File: src/rtl/travel_pkg.sv
// rtl/travel_pkg.sv - travel codes, station table, sprite size and FSM encoding for travel_animator
package travel_pkg;

  localparam int SPRITE_W = 4;
  localparam logic [3:0] PIX_LAST = 4'(SPRITE_W * SPRITE_W - 1);

  localparam logic [2:0] TRAVEL_NONE  = 3'b000;
  localparam logic [2:0] TRAVEL_S0_S1 = 3'b001;
  localparam logic [2:0] TRAVEL_S1_S2 = 3'b010;
  localparam logic [2:0] TRAVEL_S2_S3 = 3'b011;
  localparam logic [2:0] TRAVEL_S3_S4 = 3'b101;

  typedef struct packed {
    logic [7:0] x;
    logic [6:0] y;
  } pos_t;

  localparam pos_t STATION_S0 = '{x: 8'd8,   y: 7'd56};
  localparam pos_t STATION_S1 = '{x: 8'd44,  y: 7'd56};
  localparam pos_t STATION_S2 = '{x: 8'd80,  y: 7'd56};
  localparam pos_t STATION_S3 = '{x: 8'd116, y: 7'd56};
  localparam pos_t STATION_S4 = '{x: 8'd148, y: 7'd100};

  typedef enum logic [2:0] {
    ST_IDLE  = 3'd0,
    ST_DRAW  = 3'd1,
    ST_WAIT  = 3'd2,
    ST_ERASE = 3'd3,
    ST_STEP  = 3'd4,
    ST_DONE  = 3'd5,
    ST_HOLD  = 3'd6
  } state_t;

  function automatic logic leg_valid(input logic [2:0] code);
    return (code == TRAVEL_S0_S1) || (code == TRAVEL_S1_S2) ||
           (code == TRAVEL_S2_S3) || (code == TRAVEL_S3_S4);
  endfunction

  function automatic pos_t leg_start(input logic [2:0] code);
    case (code)
      TRAVEL_S1_S2: return STATION_S1;
      TRAVEL_S2_S3: return STATION_S2;
      TRAVEL_S3_S4: return STATION_S3;
      default:      return STATION_S0;
    endcase
  endfunction

  function automatic pos_t leg_end(input logic [2:0] code);
    case (code)
      TRAVEL_S1_S2: return STATION_S2;
      TRAVEL_S2_S3: return STATION_S3;
      TRAVEL_S3_S4: return STATION_S4;
      default:      return STATION_S1;
    endcase
  endfunction

  // One pixel toward the target, never past it.
  function automatic logic [7:0] approach_x(input logic [7:0] cur, input logic [7:0] tgt);
    if (cur < tgt) return cur + 8'd1;
    if (cur > tgt) return cur - 8'd1;
    return cur;
  endfunction

  function automatic logic [6:0] approach_y(input logic [6:0] cur, input logic [6:0] tgt);
    if (cur < tgt) return cur + 7'd1;
    if (cur > tgt) return cur - 7'd1;
    return cur;
  endfunction

endpackage

File: src/rtl/frame_ticker.sv
// rtl/frame_ticker.sv - frame-period down-counter; tc_o marks the last cycle of a frame wait
module frame_ticker #(
  parameter int unsigned FRAME_DIV = 833333
) (
  input  logic clock,
  input  logic resetn,
  input  logic load_i,
  output logic tc_o
);

  localparam logic [19:0] RELOAD = 20'(FRAME_DIV - 1);

  logic [19:0] count_q, count_d;

  always_comb begin
    count_d = count_q;
    if (load_i) begin
      count_d = RELOAD;
    end else if (count_q != '0) begin
      count_d = count_q - 20'd1;
    end
  end

  always_ff @(posedge clock or negedge resetn) begin
    if (!resetn) begin
      count_q <= '0;
    end else begin
      count_q <= count_d;
    end
  end

  assign tc_o = (count_q == '0);

endmodule

File: src/rtl/travel_animator.sv
// rtl/travel_animator.sv - moves a 4x4 sprite between stations; TRAVEL_DIAGONAL_EN selects diagonal steps
module travel_animator
  import travel_pkg::*;
#(
  parameter int unsigned FRAME_DIV     = 833333,
  parameter logic [2:0]  SPRITE_COLOUR = 3'b110
) (
  input  logic       clock,
  input  logic       resetn,
  input  logic [2:0] travel,
  output logic       done_travel,
  output logic [7:0] vga_x,
  output logic [6:0] vga_y,
  output logic [2:0] vga_colour,
  output logic       vga_plot,
  output logic       busy
);

  state_t     state_q, state_d;
  pos_t       pos_q, pos_d;
  pos_t       tgt_q, tgt_d;
  logic [3:0] cnt_q, cnt_d;
  logic       frame_load;
  logic       frame_tc;

  logic       done_q, plot_q, busy_q;
  logic [7:0] x_q;
  logic [6:0] y_q;
  logic [2:0] colour_q;

  // The frame wait starts on the cycle after the last DRAW pixel.
  assign frame_load = (state_q == ST_DRAW) && (cnt_q == PIX_LAST);

  frame_ticker #(.FRAME_DIV(FRAME_DIV)) u_frame_ticker (
    .clock  (clock),
    .resetn (resetn),
    .load_i (frame_load),
    .tc_o   (frame_tc)
  );

  always_comb begin
    state_d = state_q;
    pos_d   = pos_q;
    tgt_d   = tgt_q;
    cnt_d   = cnt_q;
    case (state_q)
      ST_IDLE: begin
        if (leg_valid(travel)) begin
          pos_d   = leg_start(travel);
          tgt_d   = leg_end(travel);
          cnt_d   = '0;
          state_d = ST_DRAW;
        end
      end
      ST_DRAW: begin
        cnt_d = cnt_q + 4'd1;
        if (cnt_q == PIX_LAST) state_d = ST_WAIT;
      end
      ST_WAIT: begin
        cnt_d = '0;
        if (frame_tc) state_d = (pos_q == tgt_q) ? ST_DONE : ST_ERASE;
      end
      ST_ERASE: begin
        cnt_d = cnt_q + 4'd1;
        if (cnt_q == PIX_LAST) state_d = ST_STEP;
      end
      ST_STEP: begin
`ifdef TRAVEL_DIAGONAL_EN
        pos_d.x = approach_x(pos_q.x, tgt_q.x);
        pos_d.y = approach_y(pos_q.y, tgt_q.y);
`else
        if (pos_q.x != tgt_q.x) pos_d.x = approach_x(pos_q.x, tgt_q.x);
        else                    pos_d.y = approach_y(pos_q.y, tgt_q.y);
`endif
        cnt_d   = '0;
        state_d = ST_DRAW;
      end
      ST_DONE: state_d = ST_HOLD;
      ST_HOLD: begin
        if (travel == TRAVEL_NONE) state_d = ST_IDLE;
      end
      default: state_d = ST_IDLE;
    endcase
  end

  // Outputs are computed from next-state values so they line up with state_q.
  always_ff @(posedge clock or negedge resetn) begin
    if (!resetn) begin
      state_q  <= ST_IDLE;
      pos_q    <= STATION_S0;
      tgt_q    <= STATION_S0;
      cnt_q    <= '0;
      done_q   <= 1'b0;
      plot_q   <= 1'b0;
      busy_q   <= 1'b0;
      x_q      <= '0;
      y_q      <= '0;
      colour_q <= '0;
    end else begin
      state_q  <= state_d;
      pos_q    <= pos_d;
      tgt_q    <= tgt_d;
      cnt_q    <= cnt_d;
      done_q   <= (state_d == ST_DONE);
      plot_q   <= (state_d == ST_DRAW) || (state_d == ST_ERASE);
      busy_q   <= (state_d != ST_IDLE);
      x_q      <= pos_d.x + {6'b0, cnt_d[1:0]};
      y_q      <= pos_d.y + {5'b0, cnt_d[3:2]};
      colour_q <= (state_d == ST_DRAW) ? SPRITE_COLOUR : 3'b000;
    end
  end

  assign done_travel = done_q;
  assign vga_plot    = plot_q;
  assign busy        = busy_q;
  assign vga_x       = x_q;
  assign vga_y       = y_q;
  assign vga_colour  = colour_q;

endmodule

File: config.mk
export PLATFORM = sky130hd
export DESIGN_NAME = travel_animator
export DESIGN_NICKNAME = d
export VERILOG_FILES = /design/src/rtl/travel_pkg.sv /design/src/rtl/frame_ticker.sv /design/src/rtl/travel_animator.sv
export SDC_FILE = /design/constraint.sdc
export NUM_CORES = 1
export LEC_CHECK = 0
export CAP_MARGIN = 40
export CORE_ASPECT_RATIO = 1.75
export CORE_MARGIN = 5
export CORE_UTILIZATION = 65
export CTS_CLUSTER_SIZE = 40
export DETAILED_ROUTE_END_ITERATION = 12
export GPL_TIMING_DRIVEN = 0
export PLACE_DENSITY = 0.95
export RECOVER_POWER = 25
export SYNTH_ARGS = -nofsm -noshare
export SYNTH_HDL_FRONTEND = slang
export SYNTH_HIERARCHICAL = 1
export SYNTH_SLANG_ARGS = --single-unit
File: constraint.sdc
create_clock -name clock -period 6.4 [get_ports clock]
set_input_delay 1.92 -clock clock [delete_from_list [all_inputs] [get_ports clock]]
set_output_delay 1.92 -clock clock [all_outputs]
set_load 0.01 [all_outputs]
Yosys cells after proc, flatten, opt, wreduce, memory -nomap -nowiden
Cells that the tools add are included.
{"block": "op_classes", "n_addsub": 8, "n_mul": 0, "div": 0, "n_lt_le_gt_ge": 4, "eq_ne": 16, "shifts": 0, "n_mux": 40, "bitwise_logic": 0, "reduce_logical": 14}
{"op": "$pmux 15 s3", "count": 1}
{"op": "$pmux 14 s3", "count": 1}
{"op": "$mux 20", "count": 2}
{"op": "$mux 8", "count": 5}
{"op": "$mux 7", "count": 5}
{"op": "$pmux 15 s2", "count": 1}
{"op": "$mux 3", "count": 7}
{"op": "$pmux 3 s7", "count": 1}
{"op": "$logic_not 20->1", "count": 1}
{"op": "$reduce_bool 20->1", "count": 1}
{"op": "$sub 20x1->20 const B", "count": 1}
{"op": "$eq 15x15->1", "count": 1}
{"op": "$eq 3x2->1 const B", "count": 5}
{"op": "$eq 3x3->1 const B", "count": 5}
{"op": "$mux 15", "count": 1}
{"op": "$mux 1", "count": 14}
{"op": "$pmux 4 s3", "count": 1}
{"op": "$eq 3x1->1 const B", "count": 3}
{"op": "$add 8x1->8 const B", "count": 1}
{"op": "$add 8x2->8", "count": 1}
{"op": "$gt 8x8->1", "count": 1}
{"op": "$lt 8x8->1", "count": 1}
{"op": "$ne 8x8->1", "count": 1}
{"op": "$sub 8x1->8 const B", "count": 1}
{"op": "15 further kinds", "count": 20}
{"block": "totals", "ff_bits": 78, "latchBits": 0, "ram_bits": 0, "romBits": 0, "output_inout_bits": 21, "word_cells": 95, "memories": 0}

Depth between registers and ports, before layout
{"block": "depth", "depth_word": 12, "ltp_mapped": 17}

By module
The synthesis kept the hierarchy.
{"module": "travel_animator", "n_inst": 1, "cells_per_inst": 346, "area_each_um2": 3133.0}
{"module": "frame_ticker", "n_inst": 1, "cells_per_inst": 115, "area_each_um2": 1255.0}

Worst setup path before layout
Ideal clock, no wire load.
{"block": "synth_path", "path_type": "input to register", "startpoint": "in travel[1]", "endpoint": "reg y_q[6] (netlist: vga_y[6])", "t_arrival_ns": 3.738, "required_ns": 6.277, "path_slack_ns": 2.539, "path_stages": 10, "path_cell_list": "and2b_1 -> o31ai_1 -> o21ai_0 -> o21ai_0 -> ha_1 -> inv_1 -> fa_1 -> nor2_1 -> nand4_1 -> xnor2_1"}
{"block": "synth_between", "elab_chain_cells": 7}
{"element": "start, declared", "line": "travel_animator.sv:10", "text": "input logic [2:0] travel,"}
{"element": "$eq 3x1->1 / $eq 3x2->1 (equally long branches)", "line": "travel_pkg.sv:35", "text": "return (code == TRAVEL_S0_S1) || (code == TRAVEL_S1_S2) ||"}
{"element": "$logic_or 1x1->1 (2 in series)", "line": "travel_pkg.sv:35"}
{"element": "$logic_or 1x1->1 (*)", "line": "travel_pkg.sv:36", "text": "(code == TRAVEL_S2_S3) || (code == TRAVEL_S3_S4);"}
{"element": "$mux 4 (*)", "line": "travel_animator.sv:48", "text": "if (leg_valid(travel)) begin"}
{"element": "$pmux 4 s3 (*)", "line": "travel_animator.sv:46", "text": "case (state_q)"}
{"element": "net cnt_d[2]", "line": "travel_animator.sv:22", "text": "logic [3:0] cnt_q, cnt_d;"}
{"element": "$add 7x2->7 (*)", "line": "travel_animator.sv:108", "text": "y_q <= pos_d.y + {5'b0, cnt_d[3:2]};"}
{"element": "end signal, assigned", "line": "travel_animator.sv:108"}
{"element": "end, declared", "line": "travel_animator.sv:28", "text": "logic [6:0] y_q;"}
The timed path passes the listed nets; every way through them passes the cells marked *.
A chain may end at the register's enable or synchronous reset.

==> impl_metrics.yaml <==
run_status:
  status: "finished, violations left"
  violations: "capacitance limit, slew limit"
power:
  power.internal_uw: 838
  p_per_area_nw_per_um2: 216
  comb_power_share: 0.082
  vdd_drop_max_v: 0.000187
  switching_share: 0.230
  power_frac_seq: 0.411
  clock_power_share: 0.506
  power.leakage_uw: 0.00204
  power_switching_uw: 251
clocking:
  cts_tree: "built"
  cts_resized: 0
  clkLatencyLatePin_ps: 340
  cts.path.max_buffers: 2
  clk_pin_slew_ps: 50
  ctsHtreeMaxLevel: 3
  postCtsSetupRepairBufs: 0
  ctsHoldBuffers: 0
  cts_sinks: 68
  cts_made_buffers: 9
  root_buffer: "clkbuf_16"
synthesis:
  yosys_register_bits: 68
  yosys.area.top_type: "dfrtp_1"
  async_reset_ff_frac: 1.00
  ys_top_cells_by_area: "dfrtp_1 35%, ha_1 6.6%, nor2_1 4.4%"
  synth_nets: 491
  synth.most_common_cell: "dfrtp_1"
  synth_edf_count: 0
  ys_top_cells_by_count: "62 x dfrtp_1, 51 x nor2_1, 28 x inv_1, 28 x nand2_1, 28 x o21ai_0"
  ys_types: 74
  synthCells: 461
  ys_warn_count: 6
  syn-cell-area_um2: 4390
  synth_ff_type: "dfrtp_1"
  ys_seq_area_frac: 0.390
  synth_area_per_cell_um2: 9.52
  synth_top_area_share: 0.354
critical_path:
  startpoint_type: "input pin"
  slowest_stage: "clkbuf_1"
  cp-end-kind: "asynchronous set/reset pin"
  path_cells: "clkbuf_1"
  critPathMaxFanout: 68
  cp.arrival_ps: 4450
  critical_path_buf_inv_count: 1
  crit_required_ps: 6040
  crit_path_max_incr_delay_ps: 2460
  path_class: "in -> async"
  critPathTopFamily: "buffers and inverters"
sta:
  hold_violations: 0
  max_freq_mhz: 208
  tightest_slew_ps: 3560
  setup-tns-final_ps: 0
  setup_violations: 0
  rsz0062_at_grt: "no"
  finClkSkew_ps: 5.83
  finalCriticalPeriod_ps: 4810
  period_share: 0.752
  setup_ws_ps: 1590
  maxSlewHeadroom: -1.38
  final_max_slew_viol_count: 69
flow_run:
  drv_cap: 1
drt:
  drc_errors: 0
  routed_wl_um: 11700
  dr.pass1.iters: 5
  ant_nets: 0
  avgRoutedWirePerCell_um: 20.1
  vias_per_cell: 6.56
  initialDrtViolationCount: 299
  dr_total_vias: 3829
grt:
  antenna_found_initial: 0
  grt_util_met2: 0.488
  use_met3: 0.0697
  track_usage: 0.296
  met1_usage: 0.320
  grt_pass1_wl_um: 19500
  grt_pass1_vias: 4083
  grt_max_degree: 69
  overflow: 0
  busiest_layer: "met2"
min_path:
  hold_class: "reg -> reg"
floorplan:
  die_h_um: 119
  initial_utilization: 0.671
  dieWidth_um: 72.1
  coreArea_um2: 6540
  boundaryPins: 26
  die_area_um2: 8560
  rows: 39
final_layout:
  finalNetCount: 527
  synthToLayoutAreaGrowth_pct: 14.6
  multi_input_area_um2: 2420
  diodes: 0
  nFillCells: 421
  regArea_um2: 1710
  drive_gt1_frac: 0.114
placed_design:
  dp_slack_ps: 1450
  hpwlAfterDp_um: 7950
  port_buffers: 24
  gp_congestion: 0.880
## registers in the layout, summed over array words and instances, names as in the netlist
| signal | flops |
|---|---|
| vga_x | 8 |
| tgt_q | 7 |
| u_frame_ticker/count_q | 20 |
| vga_colour | 1 |
| cnt_q | 4 |
| state_q | 3 |
| vga_y | 7 |
| pos_q | 15 |
| vga_plot | 1 |
| busy | 1 |
| done_travel | 1 |
## cell families (layout without fill, tap and decap cells)
family | Yosys count | in the layout | share of synthesized area
buffers and inverters | 49 | 90 | 0.0533
muxes | 9 | 9 | 0.0222
DFF | 68 | 68 | 0.390
AOI/OAI and AO/OA | 103 | 103 | 0.176
and+or+nand+nor | 177 | 177 | 0.226
adders and majority gates | 25 | 25 | 0.0747
other | 1 | 1 | 0.000855
xor gates and xnor gates | 29 | 29 | 0.0579
## final timing paths
path / endpoint / cells after the start / slack (ps) / from
setup / recovery: vga_colour[1] / 1 / 1590 / resetn
hold / removal: tgt_q[10] / 2 / 500 / tgt_q[10]
setup reg to reg: vga_y[6] / 15 / 2400 / tgt_q[2]
hold reg to reg: tgt_q[10] / 2 / 500 / tgt_q[10]
max in group clock: vga_y[6] / 11 / 1720 / travel[0]
min in group asynchronous: busy / 1 / 2780 / resetn
## placed cells by master (no fill, tap or decap), types with 4 or more instances in the layout
master and count:
mux2i_1 6, nand3_1 15, o21ai_0 28, ha_1 23, a21oi_1 27, o21a_1 4, nor2_1 51, o31ai_1 6
or3_1 5, clkdlybuf4s50_1 23, clkbuf_1 15, xor2_1 9, nand2_1 28, nor3_1 13, and3_1 6, nand4_1 8
nor4_1 7, xnor2_1 20, nand2b_1 13, inv_1 28, clkbuf_16 9, nor2b_1 7, dfstp_2 6, dfrtp_1 62
## stage by stage
stage	hold slack [ps]	utilization	cell area, um^2	instances	power, uW
4_1_cts	501	0.775	5070	584	1090
3_3_place_gp	490	0.723	4730	567	539
2_1_floorplan	470	-	4390	461	506
5_1_grt	531	0.769	5030	584	1120
3_5_place_dp	495	0.724	4730	568	542
6_report	501	0.769	5030	584	1090
## routing by layer
layer,part of all wire,vias to the layer above,routed length [um]
met2,0.52,182,6110
met4,0.071,0,831
met3,0.056,75,661
met1,0.35,1865,4150
met5,0,-,0
li1,-,1707,-
## power groups by stage
stage / combinational (uW) / sequential [uW] / clock [uW]
after floorplan: 50.8 / 455 / 0
after global placement: 84.9 / 454 / 0
after detailed placement: 87.5 / 455 / 0
after CTS: 89.1 / 447 / 552
after global routing: 97.9 / 448 / 578
final: 89.5 / 448 / 551
## area by class of cell
class / instances / share of cell area
plain buffers: 21 / 0.0226
clock buffers: 11 / 0.0502
clock inverters: 5 / 0.0167
inverters: 28 / 0.0209
multi-input cells: 344 / 0.482
flip-flops and latches: 68 / 0.340
well taps: 82 / 0.0204
repair buffers: 25 / 0.0475
Note: power is estimated with default switching activity, not from simulation.
